<file path="config.mk">
export PLATFORM = sky130hd
export DESIGN_NAME = swap_initiator
export DESIGN_NICKNAME = d
export VERILOG_FILES = /design/src/rtl/swap_initiator.sv
export SDC_FILE = /design/constraint.sdc
export NUM_CORES = 1
export LEC_CHECK = 0
export ABC_AREA = 1
export BUFFER_PORTS_ARGS = -buffer_cell sky130_fd_sc_hd__buf_4
export CAP_MARGIN = 25
export CELL_PAD_IN_SITES_DETAIL_PLACEMENT = 0
export CELL_PAD_IN_SITES_GLOBAL_PLACEMENT = 1
export CORE_MARGIN = 1.5
export CORE_UTILIZATION = 39
export CTS_CLUSTER_SIZE = 20
export DETAILED_ROUTE_END_ITERATION = 6
export GPL_TIMING_DRIVEN = 0
export PLACE_DENSITY_LB_ADDON = 0.08
export RECOVER_POWER = 50
export SYNTH_ARGS = -nofsm -noshare
export SYNTH_HDL_FRONTEND = slang
export SYNTH_SLANG_ARGS = --single-unit
</file>
<file path="constraint.sdc">
create_clock -name ck -period 4.4 [get_ports ck]
set_clock_uncertainty 0.1 [all_clocks]
set_input_delay 0 -clock ck [delete_from_list [all_inputs] [get_ports ck]]
set_output_delay 0 -clock ck [all_outputs]
set_load 0.01 [all_outputs]
</file>
<file path="src/rtl/swap_initiator.sv">
// swap_initiator
// Initiator side of the w/done swap handshake. Queues swap requests from the
// control logic in a pending counter and sends one single-cycle w strobe per
// request to the swap engine. After each strobe it waits for the engine's done
// to fall and rise again. It counts completed swaps, and it flags request
// overflow and (optionally) engine hangs.
//
// Optional feature macro: SWAP_INITIATOR_TIMEOUT_EN
//   defined   : each handshake phase has a timer. Once the timer reaches
//               TIMEOUT the request is dropped and timeout_err is set.
//   undefined : there is no timer, timeout_err is tied low, and the wait
//               phases wait indefinitely.
//
// Ports
//   ck          in   clock, rising edge
//   rst         in   synchronous active-high reset
//   req         in   one swap request per cycle high
//   req_ready   out  pending < DEPTH
//   w           out  swap strobe to engine (ISSUE state only)
//   done        in   engine idle flag (high = idle)
//   busy        out  FSM not idle
//   pending     out  queued requests not yet completed or aborted
//   swap_count  out  completed swaps, wraps modulo 2^CNT_W
//   overflow    out  sticky: request arrived while full
//   timeout_err out  sticky: handshake phase exceeded TIMEOUT
module swap_initiator #(
    parameter int DEPTH   = 4,
    parameter int TIMEOUT = 15,
    parameter int CNT_W   = 8
) (
    input  logic             ck,
    input  logic             rst,
    input  logic             req,
    output logic             req_ready,
    output logic             w,
    input  logic             done,
    output logic             busy,
    output logic [3:0]       pending,
    output logic [CNT_W-1:0] swap_count,
    output logic             overflow,
    output logic             timeout_err
);

    typedef enum logic [1:0] {
        IDLE      = 2'd0,
        ISSUE     = 2'd1,
        WAIT_LOW  = 2'd2,
        WAIT_HIGH = 2'd3
    } state_t;

    state_t state, state_nxt;
    logic   tmo;       // phase timer has reached its limit
    logic   complete;  // engine finished the in-flight swap this cycle
    logic   abort;     // in-flight swap dropped on timeout this cycle
    logic   dec;

`ifdef SWAP_INITIATOR_TIMEOUT_EN
    logic [7:0] timer;

    assign tmo = (timer == 8'(TIMEOUT));

    // The timer restarts at the start of each phase: it clears in ISSUE and
    // again on the WAIT_LOW -> WAIT_HIGH transition.
    always_ff @(posedge ck) begin
        if (rst)
            timer <= '0;
        else if (state == ISSUE || (state == WAIT_LOW && !done))
            timer <= '0;
        else if (state == WAIT_LOW || state == WAIT_HIGH)
            timer <= timer + 8'd1;
    end

    always_ff @(posedge ck) begin
        if (rst)
            timeout_err <= 1'b0;
        else if (abort)
            timeout_err <= 1'b1;
    end
`else
    logic unused_timeout;

    assign tmo            = 1'b0;
    assign timeout_err    = 1'b0;
    assign unused_timeout = ^8'(TIMEOUT);
`endif

    // If the engine responds in the same cycle the timer expires, the
    // response is taken and the request is not dropped.
    assign complete = (state == WAIT_HIGH) && done;
    assign abort    = tmo && (((state == WAIT_LOW) && done) ||
                              ((state == WAIT_HIGH) && !done));
    assign dec      = complete || abort;

    // State register
    always_ff @(posedge ck) begin
        if (rst)
            state <= IDLE;
        else
            state <= state_nxt;
    end

    // Next-state logic
    always_comb begin
        state_nxt = state;
        case (state)
            IDLE:      if (pending != 4'd0 && done) state_nxt = ISSUE;
            ISSUE:     state_nxt = WAIT_LOW;
            WAIT_LOW:  if (!done) state_nxt = WAIT_HIGH;
                       else if (tmo) state_nxt = IDLE;
            WAIT_HIGH: if (done || tmo) state_nxt = IDLE;
            default:   state_nxt = IDLE;
        endcase
    end

    // Outputs are decoded from the registered state only. This keeps
    // done from reaching w through any combinational path.
    always_comb begin
        w    = (state == ISSUE);
        busy = (state != IDLE);
    end

    assign req_ready = (pending < 4'(DEPTH));

    // Pending queue depth. A request arriving together with a completion or
    // abort leaves the depth unchanged, even when full, and is not counted
    // as an overflow.
    always_ff @(posedge ck) begin
        if (rst) begin
            pending  <= '0;
            overflow <= 1'b0;
        end else if (req && dec) begin
            pending  <= pending;
        end else if (dec) begin
            pending  <= pending - 4'd1;
        end else if (req && req_ready) begin
            pending  <= pending + 4'd1;
        end else if (req) begin
            overflow <= 1'b1;
        end
    end

    always_ff @(posedge ck) begin
        if (rst)
            swap_count <= '0;
        else if (complete)
            swap_count <= swap_count + CNT_W'(1);
    end

endmodule

</file>
==> impl_summary.md <==
Flow run
The tool flagged a number of max-cap violations equal to 0.

Floorplan
In this run the horizontal extent of the chip is 50.2 um. The number of top-level design ports is 21. The die extent in y is 50.2 um.

The area of the die is 2520 um^2. The region available for standard cell placement spans 2020 um^2. For this configuration, the core starts out at a cell density of 0.430. The number of placement rows is 16.

Synth
The number of nets in the synthesized netlist is 134. Yosys mapped the design onto 24 distinct sky130hd cell types. The synthesis-stage register bit count is 15. In the post-synthesis netlist, the biggest area contributors are dfxtp_1 (35%), nand2_1 (11%), inv_1 (9.1%).

The library cell occupying the most area in the post-synthesis netlist is dfxtp_1. The post-synthesis instance area is 870 um^2. A synthesized cell averages 7.01 um^2. The share of the Yosys chip area taken by registers is 0.345. In the synthesized netlist, the number of instances is about 120.

The most instantiated flip-flop cell in the synthesis netlist is dfxtp_1. The area fraction of the dominant cell type after synthesis is 0.345. For this run, the number of Yosys warnings is 0. The fraction of synthesis flops using an asynchronous set or reset pin is 0. The number of enable flip-flop cells after synthesis is 0.

STA
The worst path meets setup with 2.60 ns of slack. The number of max-slew violations in the final report is 0. The tightest hold path in the finished design has a slack of 0.354 ns. Setup violations remaining at the end of the flow were counted as 0. The final period utilization is 0.410.

Setup repair after global routing left no endpoint under its margin. Derived from the worst setup path, the maximum achievable clock frequency is 555 MHz. Subtracting the final worst setup slack from the clock period gives 1.80 ns. The count of final hold-check violations was 0. Summed over all failing endpoints, the final setup total negative slack is 0 ns.

Clock tree
TritonCTS built the clock tree. The number of clock sinks seen by CTS is 15. The CTS H-tree depth is 1. After clock tree synthesis, the clock-pin slew on the worst setup and hold paths is 0.09 ns. After clock tree synthesis, the repair step resized 0 gates. The clock insertion delay at the later pin of the skew report is around 0.28 ns. Clock tree synthesis selected as its root buffer the cell clkbuf_4.

The number of buffers inserted during clock tree synthesis is 3. In this run the deepest clock path goes through 2 buffers.

Global routing
The via count of the first global-routing pass was roughly 700. In the global route stage, overall resource usage came out at 0.152. The first global-routing pass estimated ~2900 um of wire. The number of antenna violations at the first check in global routing is 0. Global routing finished with a remaining overflow of 0. The pin count of the biggest net entering global routing is 11.

Detailed routing
After detailed routing, the average wire length per cell comes to a little over 10 um. After detailed routing, the number of vias per cell comes to 4.65. The final layout contains routed wiring with a total length of 1810 um.

The number of remaining DRC errors is 0. The number of nets still failing antenna checks after routing is 0. The first detailed-routing pass took 4 iterations. The total via count in the routed design is just over 800. The first routing iteration left 12 violations.

Final layout
The top cell types in the final layout, fill and taps aside, are nand2_1 (26), inv_1 (21), clkbuf_1 (15), dfxtp_1 (15), a21oi_1 (11). The proportion of layout cells with a drive suffix above 1 is 0.107. The leading cell type in the layout, fill and taps excluded is nand2_1.

Compared with the post-synthesis result, the final layout area differs by 20.4%. The final layout contains 161 nets. The finished cells cover around 1000 um^2. For this run, the share of the core covered by cells in the final layout is 0.518.

The total inserted antenna cells is 0.

Setup path
The register-to-register path setup slack is roughly 2.6 ns. The category of the critical setup timing path is reg2reg. The sum of buffers and inverters on the critical path is 3. Among all stages on the critical path, the largest delay is contributed by dfxtp_1. The required time reported for the critical path endpoint is between 4 and 5 ns. Data arrives at the worst endpoint at 1.88 ns. The startpoint identified for the worst register-to-register timing path is state[0]. Along the worst path, the maximum fanout reaches 10. The most critical setup path has its startpoint at state[0]. The critical path goes through ha_1, nand2_2, buf_6, nand2_1, nand2_1, inv_1, ha_1, inv_1, nand2_1, xor2_1, a21oi_1. The worst setup path is captured at a register. The critical path endpoint is pending[2]. In this run the critical register-to-register path is captured at pending[2]. The kind of start point of the critical path is a register. The kind of cell adding the most delay to the critical path is adder cells. The cell repeated most along the worst path is nand2_1. The number of cells on the critical path is 11.

The number of cells on the worst reg-to-reg path is 11. The largest single stage delay on the critical path is ~0.35 ns.

Placed design
The number of port buffers is 19. At the end of routability-driven placement, the weighted congestion stood at 0.744. Prior to clock tree synthesis, the placed netlist has a worst setup slack of 2.64 ns.

Detailed placement ended at an HPWL of 1400 um. Summing all placed instances gives a cell area of 1050 um^2.

Power and ir drop
The leakage power is 0.000474 uW. The largest vdd supply drop is 0.276 mV. Dividing total power by cell area gives a power density of 404 nW/um^2.

Outcome
The flow ran to the end, and the final reports show no timing, DRC or antenna violations.

Hold path
The kind of path behind the tightest hold check is reg2reg.
## metal layers
metal / wire length (um) / up-vias / GRT usage
met5: 0 / - / 0
met4: 14 / 0 / 0.0556
li1: - / 449 / -
met3: 50 / 2 / 0.0357
met1: 907 / 361 / 0.197
met2: 833 / 11 / 0.243
## metrics by stage
step,power (uW),cells
after floorplan,293,124
after global placement,357,170
after detailed placement,361,170
after CTS,445,177
after global routing,461,177
final,423,177
## power breakdown
part           internal [uW]  switching [uW]  total (uW)
combinational           66.1             101         167
sequential               156            19.7         176
clock                   33.7            46.7        80.4
## worst min-delay path by stage
stage,start,end,cells after the start
final,overflow,overflow,2
after global routing,rst,overflow,3
after CTS,overflow,overflow,2
after detailed placement,rst,swap_count[7],2
after global placement,rst,state[1],2
after floorplan,rst,overflow,1
## final cells by class
class	count	area [um^2]
Timing Repair Buffer	22	116
Fill cell	221	975
Tap cell	27	33.8
Buffer	2	18.8
Inverter	21	78.8
Clock inverter	1	5.00
Clock buffer	3	22.5
Multi-Input combinational cell	86	472
Sequential cell	15	300
## flip-flops by register name, indices dropped and copies added, names as in the netlist
| signal | count |
|---|---|
| overflow | 1 |
| swap_count | 8 |
| state | 2 |
| pending | 4 |
## worst min-delay path, cell delays in order (launching register included)
cell and delay, ns:
dfxtp_1 0.32, inv_1 0.04, a21oi_1 0.05
## kinds of logic (layout without fill, tap and decap cells)
logic type / Yosys count / in the layout / synth area share
flops: 15 / 15 / 0.345
buf+inv: 23 / 49 / 0.112
compound gates: 23 / 23 / 0.142
simple gates: 54 / 54 / 0.289
other cells: 1 / 1 / 0.00431
fa+ha+maj: 6 / 6 / 0.0863
xor+xnor: 2 / 2 / 0.0201
## repair_timing
item / CTS / global route
setup buffers: 0 / 0
hold buffers: 3 / 0
endpoints found under the hold margin: 8 / 0
## synthesized netlist by cell type, types with 2 or more instances
master   count
a21oi_1     11
dfxtp_1     15
ha_1         6
inv_1       21
nand2_1     26
nand2_2      2
nand3_1      9
nor2_1       9
nor3_1       2
o21ai_0      9
(Power assumes the default switching activity.)
